## config.mk

```make
export PLATFORM = sky130hd
export DESIGN_NAME = axi_lite_master
export DESIGN_NICKNAME = d
export VERILOG_FILES = /design/src/rtl/axi_lite_master.sv
export SDC_FILE = /design/constraint.sdc
export NUM_CORES = 1
export LEC_CHECK = 0
export ABC_AREA = 1
export CAP_MARGIN = 40
export CORE_UTILIZATION = 40
export CTS_CLUSTER_SIZE = 14
export DETAILED_ROUTE_END_ITERATION = 16
export PLACE_DENSITY = 0.85
export SLEW_MARGIN = 20
export SYNTH_ARGS = -nofsm -noshare
export SYNTH_HDL_FRONTEND = slang
export SYNTH_SLANG_ARGS = --single-unit
```

## constraint.sdc

```tcl
create_clock -name aclk -period 2.3 [get_ports aclk]
set_input_delay 0.46 -clock aclk [delete_from_list [all_inputs] [get_ports aclk]]
set_output_delay 0.46 -clock aclk [all_outputs]
set_load 0.05 [all_outputs]
```

## src/rtl/axi_lite_master.sv

```systemverilog
// axi_lite_master: single-outstanding AXI4-lite initiator.
// A user command is turned into one complete AXI4-lite read or write, and
// the slave's response is returned on the rsp_* interface.
// Optional watchdog: define AXIL_MASTER_TIMEOUT_EN to abort transactions
// that stall for C_TIMEOUT_CYCLES cycles in any AXI phase.
module axi_lite_master #(
  parameter int C_ADDR_WIDTH     = 32,
  parameter int C_TIMEOUT_CYCLES = 255
) (
  input  logic                    aclk,
  input  logic                    aresetn,
  // user command
  input  logic                    cmd_valid,
  output logic                    cmd_ready,
  input  logic                    cmd_write,
  input  logic [C_ADDR_WIDTH-1:0] cmd_addr,
  input  logic [31:0]             cmd_wdata,
  input  logic [3:0]              cmd_wstrb,
  // user response
  output logic                    rsp_valid,
  input  logic                    rsp_ready,
  output logic [31:0]             rsp_rdata,
  output logic [1:0]              rsp_resp,
  output logic                    rsp_timeout,
  // AXI4-lite write address / data / response
  output logic [C_ADDR_WIDTH-1:0] m_axi_awaddr,
  output logic                    m_axi_awvalid,
  input  logic                    m_axi_awready,
  output logic [31:0]             m_axi_wdata,
  output logic [3:0]              m_axi_wstrb,
  output logic                    m_axi_wvalid,
  input  logic                    m_axi_wready,
  input  logic [1:0]              m_axi_bresp,
  input  logic                    m_axi_bvalid,
  output logic                    m_axi_bready,
  // AXI4-lite read address / data
  output logic [C_ADDR_WIDTH-1:0] m_axi_araddr,
  output logic                    m_axi_arvalid,
  input  logic                    m_axi_arready,
  input  logic [31:0]             m_axi_rdata,
  input  logic [1:0]              m_axi_rresp,
  input  logic                    m_axi_rvalid,
  output logic                    m_axi_rready
);

  typedef enum logic [2:0] {
    S_IDLE,
    S_WRITE,
    S_WRESP,
    S_RADDR,
    S_RDATA,
    S_RESP
  } state_t;

  state_t r_state;
  state_t w_state_next;

  logic [C_ADDR_WIDTH-1:0] r_addr;
  logic [31:0]             r_wdata;
  logic [3:0]              r_wstrb;
  logic                    r_aw_done;
  logic                    r_w_done;
  logic [31:0]             r_rdata;
  logic [1:0]              r_resp;

  logic w_cmd_hs;
  logic w_aw_hs;
  logic w_w_hs;
  logic w_aw_all;
  logic w_w_all;
  logic w_active;
  logic w_progress;
  logic w_tmo_fire;

  assign w_cmd_hs = cmd_valid && cmd_ready;
  assign w_aw_hs  = m_axi_awvalid && m_axi_awready;
  assign w_w_hs   = m_axi_wvalid && m_axi_wready;
  // AW and W complete independently; each is done once accepted now or earlier
  assign w_aw_all = r_aw_done || w_aw_hs;
  assign w_w_all  = r_w_done || w_w_hs;

  // States that wait on the slave (and are therefore guarded by the watchdog)
  assign w_active = (r_state == S_WRITE) || (r_state == S_WRESP) ||
                    (r_state == S_RADDR) || (r_state == S_RDATA);

  // The current AXI phase completes this cycle
  assign w_progress = ((r_state == S_WRITE) && w_aw_all && w_w_all) ||
                      ((r_state == S_WRESP) && m_axi_bvalid) ||
                      ((r_state == S_RADDR) && m_axi_arready) ||
                      ((r_state == S_RDATA) && m_axi_rvalid);

`ifdef AXIL_MASTER_TIMEOUT_EN
  localparam int CNT_W = $clog2(C_TIMEOUT_CYCLES + 1);

  logic [CNT_W-1:0] r_count;
  logic             r_timeout;

  // Watchdog fires on the C_TIMEOUT_CYCLES-th cycle spent in one phase,
  // unless that phase completes in the same cycle
  assign w_tmo_fire = w_active && !w_progress &&
                      (r_count == CNT_W'(C_TIMEOUT_CYCLES - 1));

  // Cycle counter: cleared on every state change, counts in waiting states
  always_ff @(posedge aclk) begin
    if (!aresetn || (w_state_next != r_state)) begin
      r_count <= '0;
    end else if (w_active) begin
      r_count <= r_count + 1'b1;
    end
  end

  // Timeout flag: set on abort, held until the next command is accepted
  always_ff @(posedge aclk) begin
    if (!aresetn) begin
      r_timeout <= 1'b0;
    end else if (w_cmd_hs) begin
      r_timeout <= 1'b0;
    end else if (w_tmo_fire) begin
      r_timeout <= 1'b1;
    end
  end

  assign rsp_timeout = r_timeout;
`else
  assign w_tmo_fire  = 1'b0;
  assign rsp_timeout = 1'b0;
`endif

  // FSM state register
  always_ff @(posedge aclk) begin
    if (!aresetn) begin
      r_state <= S_IDLE;
    end else begin
      r_state <= w_state_next;
    end
  end

  // FSM next-state logic
  always_comb begin
    w_state_next = r_state;
    case (r_state)
      S_IDLE: begin
        if (w_cmd_hs) begin
          w_state_next = cmd_write ? S_WRITE : S_RADDR;
        end
      end
      S_WRITE: begin
        if (w_aw_all && w_w_all) w_state_next = S_WRESP;
        else if (w_tmo_fire)     w_state_next = S_RESP;
      end
      S_WRESP: begin
        if (m_axi_bvalid)    w_state_next = S_RESP;
        else if (w_tmo_fire) w_state_next = S_RESP;
      end
      S_RADDR: begin
        if (m_axi_arready)   w_state_next = S_RDATA;
        else if (w_tmo_fire) w_state_next = S_RESP;
      end
      S_RDATA: begin
        if (m_axi_rvalid)    w_state_next = S_RESP;
        else if (w_tmo_fire) w_state_next = S_RESP;
      end
      S_RESP: begin
        if (rsp_ready) w_state_next = S_IDLE;
      end
      default: w_state_next = S_IDLE;
    endcase
  end

  // Handshake outputs decoded from the registered state only
  always_comb begin
    cmd_ready     = 1'b0;
    rsp_valid     = 1'b0;
    m_axi_awvalid = 1'b0;
    m_axi_wvalid  = 1'b0;
    m_axi_bready  = 1'b0;
    m_axi_arvalid = 1'b0;
    m_axi_rready  = 1'b0;
    case (r_state)
      S_IDLE:  cmd_ready = 1'b1;
      S_WRITE: begin
        m_axi_awvalid = !r_aw_done;
        m_axi_wvalid  = !r_w_done;
      end
      S_WRESP: m_axi_bready  = 1'b1;
      S_RADDR: m_axi_arvalid = 1'b1;
      S_RDATA: m_axi_rready  = 1'b1;
      S_RESP:  rsp_valid     = 1'b1;
      default: ;
    endcase
  end

  // Command payload, per-channel done flags and captured response
  always_ff @(posedge aclk) begin
    if (!aresetn) begin
      r_addr    <= '0;
      r_wdata   <= '0;
      r_wstrb   <= '0;
      r_aw_done <= 1'b0;
      r_w_done  <= 1'b0;
      r_rdata   <= '0;
      r_resp    <= '0;
    end else begin
      if (w_cmd_hs) begin
        r_addr    <= cmd_addr;
        r_wdata   <= cmd_wdata;
        r_wstrb   <= cmd_wstrb;
        r_aw_done <= 1'b0;
        r_w_done  <= 1'b0;
      end
      if (w_aw_hs) r_aw_done <= 1'b1;
      if (w_w_hs)  r_w_done  <= 1'b1;
      if ((r_state == S_WRESP) && m_axi_bvalid) begin
        r_resp  <= m_axi_bresp;
        r_rdata <= '0;
      end
      if ((r_state == S_RDATA) && m_axi_rvalid) begin
        r_resp  <= m_axi_rresp;
        r_rdata <= m_axi_rdata;
      end
      if (w_tmo_fire) begin
        r_resp  <= 2'b10;
        r_rdata <= '0;
      end
    end
  end

  assign m_axi_awaddr = r_addr;
  assign m_axi_araddr = r_addr;
  assign m_axi_wdata  = r_wdata;
  assign m_axi_wstrb  = r_wstrb;
  assign rsp_rdata    = r_rdata;
  assign rsp_resp     = r_resp;

endmodule

```

After elaboration in Yosys (flattened, before gate mapping) --
Index checks and enable logic that the tools add are counted.
Operators by class: eq/ne operators 11, muxes and demuxes 22, reductions and logical operators 15
Operators with widths (count):
- 32-bit two-way mux | 2
- 3-bit two-way mux | 6
- 3-bit one-hot mux with 6 select lines | 1
- 1-bit two-way mux | 10
- 2-bit inequality test, second input constant | 5
- 3-bit by 2-bit equality test with 1-bit output, second input constant | 2
- 3-bit equality test, second input constant | 2
- 1-bit logical AND | 6
- 2-bit two-way mux | 3
- 6-bit AND reduction | 1
- 2-bit nonzero test | 3
- 3-bit by 1-bit equality test with 1-bit output, second input constant | 1
- 3-bit zero test | 1
- 1-bit zero test | 2
- 1-bit logical OR | 2
- 2-bit by 1-bit inequality test with 1-bit output, second input constant | 1
Word-level totals: flip-flop bits (word level) 107, input port bits 114, output and inout bits 142, logic and storage cells 56

Logic depth before layout (Yosys ltp) --
Gate-level depths: netlist of run 1.
depth after elaboration 7, depth in mapped cells 10, gate-level depth less buffers 9

Worst setup path after synthesis of run 1 --
Ideal clock, no wire load.
path kind register -> output, start point register r_state[2], end point output port rsp_valid, data arrival time 1.609 ns, required time 1.840 ns, slack 0.231 ns, stages on the path, launching flop included 4, path buffers 1, cells stage by stage dfxtp_1 -> buf_2 -> inv_1 -> nor3_1
On the way: cells in the longest elaborated chain, start to end 2
Ends and longest elaborated chain:
- from (decl) | RTL line 55 | state_t r_state;
- from (signal assigned) | RTL line 134 | r_state <= w_state_next;
- 3-bit equality test | RTL line 179 | case (r_state)
- 1-bit two-way mux | RTL line 179
- to (decl) | RTL line 20 | output logic rsp_valid,
No other way between the ends.

Worst setup path in the final report of run 1 --
start point register r_addr[6], in the netlist m_axi_araddr[6], end point output port m_axi_araddr[6]
RTL lines:
- from (decl) | RTL line 58 | logic [C_ADDR_WIDTH-1:0] r_addr;
- from (signal assigned) | RTL line 205 | r_addr <= cmd_addr;
- to (decl) | RTL line 37 | output logic [C_ADDR_WIDTH-1:0] m_axi_araddr,
No word-level cell between the ends.

==> results_dict.tcl, run 1 <==
set metrics [dict create \
    globalplace.congestion 0.818 \
    cts_tree "yes" \
    crit_path_max_incr_delay_ps 830 \
    cts_resized 0 \
    vias 4407 \
    syn_to_final_growth_pct 59.1 \
    worst_pin_slew_ps 545 \
    report.final.slew_viol_count 0 \
    insertion_delay_ps 360 \
    status "complete, no violations" \
    final_cells 897 \
    fin_crit_sh_pct 89.6 \
    viasPerCell 4.91 \
    worstSetupEndpointType "output pin" \
    min_period_ps 2060 \
    ios 256 \
    cp.arrival_ps 1600 \
    cts.htree.levels 3 \
    irDropWorstVdd_v 0.000543 \
    drt-pass1-iter-count 4 \
    critPathKind "flip-flop to output pin" \
    io_buffers 254 \
    crit_family "buffers and inverters" \
    p_per_area_mw_per_mm2 1050 \
    start_util_pct 41.3 \
    synth_top_family_by_area "simple AND/OR/NAND/NOR gates" \
    syn_area_per_cell_sq_um 7.66 \
    fill_cells 888 \
    die_w_um 105 \
    clkTransAtPathRegs_ps 90 \
    rows 37 \
    hold_violations 0 \
    detail_route.iter0.violations 267 \
    clock_path_buffers 2 \
    grt_overflow 0 \
    synth_nets 670 \
    final.setup.tns_ps 0 \
    coreArea_sq_mm 0.0103 \
    num-nets-final 870 \
    ys_seq_area_share_pct 50.3 \
    yosysWarnings 0 \
    cts.sinks 107 \
    drc 0 \
    placed_cells 881 \
    max_cap_violations 0 \
    antenna_cells 0 \
    rsz0062_at_grt "false" \
    required_ps 1840 \
    grt_pass1_wl_um 20400 \
    crit_chain "clkdlybuf4s50_1" \
    max_slew_margin_pct 63.6 \
    synth-simple-area-share_pct 25.1 \
    syn-cell-area_sq_mm 0.00426 \
    synth.area.mux_share_pct 0 \
    wl_um 13000 \
    drive_gt1_share_pct 5.26 \
    postRouteAntennaNets 0 \
    layout_common_cells "clkdlybuf4s50_1, nand2_1, dfxtp_1, a21oi_1, nand3_1" \
    synthAdderAreaFrac_pct 0 \
    cp_max_fo 3 \
    setup_viol 0 \
    path_buf_inv 1 \
    grt_max_degree 53 \
    place_ws_ps 330 \
    cp_slowest_cell "clkdlybuf4s50_1" \
    dp_hpwl_um 9660 \
    cts_setup_buffers 0 \
    synth-xor-area-share_pct 0 \
    dieHeight_um 105 \
    numCtsBuffers 9 \
    post_drt_wl_per_cell_um 14.5 \
    synth_cell_types 21 \
    startpoint_type "flip-flop" \
    skew_ps 15.1 \
    antenna_found_initial 0 \
    netlist_instances 556 \
    cts_hold_buf 0 \
    finalWorstSetupSlack_ps 240 \
    die_area_sq_mm 0.0111 \
    synth-compound-area-share_pct 12.9 \
    first_global_vias 4235 \
    power_leakage_nw 2.42 \
    hold_class "flip-flop to flip-flop" \
    ys_ff_latch 107 \
    grt_usage_pct 22.9 \
    cts-root-buf "clkbuf_8" \
    mostFrequentLayoutCell "clkdlybuf4s50_1" \
    max_freq_mhz 486 \
]
==> sequential cells by signal, indices dropped and copies added, names as in the netlist <==
name          cells
r_aw_done         1
rsp_rdata        32
r_state           3
rsp_resp          2
m_axi_wstrb       4
r_w_done          1
m_axi_wdata      32
m_axi_araddr     32
==> metrics by stage <==
step,instance area (sq um),util (%),power (mW),hold slack (ps)
after floorplan,4260,-,5.03,454
after global placement,6600,63.9,6.06,448
after detailed placement,6600,63.9,6.15,455
after CTS,6780,65.7,7.21,469
after global routing,6780,65.7,7.52,485
final,6780,65.7,7.15,468
==> cell usage after synthesis, drive strengths merged <==
| master | instances | area (sq um) |
|---|---|---|
| nand2 | 156 | 586 |
| dfxtp | 107 | 2140 |
| a21oi | 106 | 531 |
| nand3 | 72 | 360 |
| buf | 54 | 373 |
| clkbuf | 21 | 78.8 |
| nor2 | 19 | 81.3 |
| inv | 12 | 45.0 |
| nor3 | 3 | 26.3 |
| o211ai | 2 | 15.0 |
| conb | 1 | 3.75 |
| nand3b | 1 | 7.51 |
| nand4 | 1 | 6.26 |
| o21ai | 1 | 5.00 |
==> cells by family after synthesis <==
logic type / after synthesis
AND/OR/NAND/NOR: 252
flip-flops: 107
buffers and inverters: 87
AO/OA/AOI/OAI: 109
other: 1
==> final timing paths <==
check | from | to | slack [ps] | depth (start not counted)
worst max-delay path | m_axi_araddr[6] | m_axi_araddr[6] | 240 | 1
worst min-delay path | m_axi_wdata[5] | m_axi_wdata[5] | 470 | 2
worst min register to register | m_axi_wdata[5] | m_axi_wdata[5] | 470 | 2
worst max register to register | r_state[0] | rsp_rdata[25] | 460 | 8
==> power by group <==
| part | total, mW | leakage, nW | internal, mW | switching (mW) |
|---|---|---|---|---|
| registers | 2.37 | 0.871 | 2.14 | 0.230 |
| logic | 3.73 | 1.46 | 1.21 | 2.52 |
| clock network | 1.05 | 0.0859 | 0.428 | 0.620 |
==> cell type report <==
type	count	area [sq um]	area share, %
sequential	107	2140	31.6
timing repair buffer	264	2620	38.6
inverter	12	45.0	0.664
clock buffer	11	141	2.09
tap	136	170	2.51
clock inverter	5	37.5	0.554
multi-input combinational	362	1620	24.0
==> routing by layer <==
layer	vias up	part of all wire [%]	GRT usage, %
li1	2192	-	-
met4	0	2.3	8.85
met3	24	6.4	6.86
met2	162	51	40.1
met5	-	0	0
met1	2029	40	25.8
Note: power is estimated with default switching activity, not from simulation.
==> run 2: changes to the inputs <==
--- a/config.mk
+++ b/config.mk
@@ -6,7 +6,7 @@
 export NUM_CORES = 1
 export LEC_CHECK = 0
 export ABC_AREA = 1
-export CAP_MARGIN = 40
+export CAP_MARGIN = 20
 export CORE_UTILIZATION = 40
 export CTS_CLUSTER_SIZE = 14
 export DETAILED_ROUTE_END_ITERATION = 16
==> results of run 2 <==
Same layout as run 1: the final DEF is identical, and so are final timing and power.
==> run 3: changes to the inputs <==
--- a/config.mk
+++ b/config.mk
@@ -6,7 +6,6 @@
 export NUM_CORES = 1
 export LEC_CHECK = 0
 export ABC_AREA = 1
-export CAP_MARGIN = 20
 export CORE_UTILIZATION = 40
 export CTS_CLUSTER_SIZE = 14
 export DETAILED_ROUTE_END_ITERATION = 16
==> results of run 3 <==
Same layout as run 1: the final DEF is identical, and so are final timing and power.
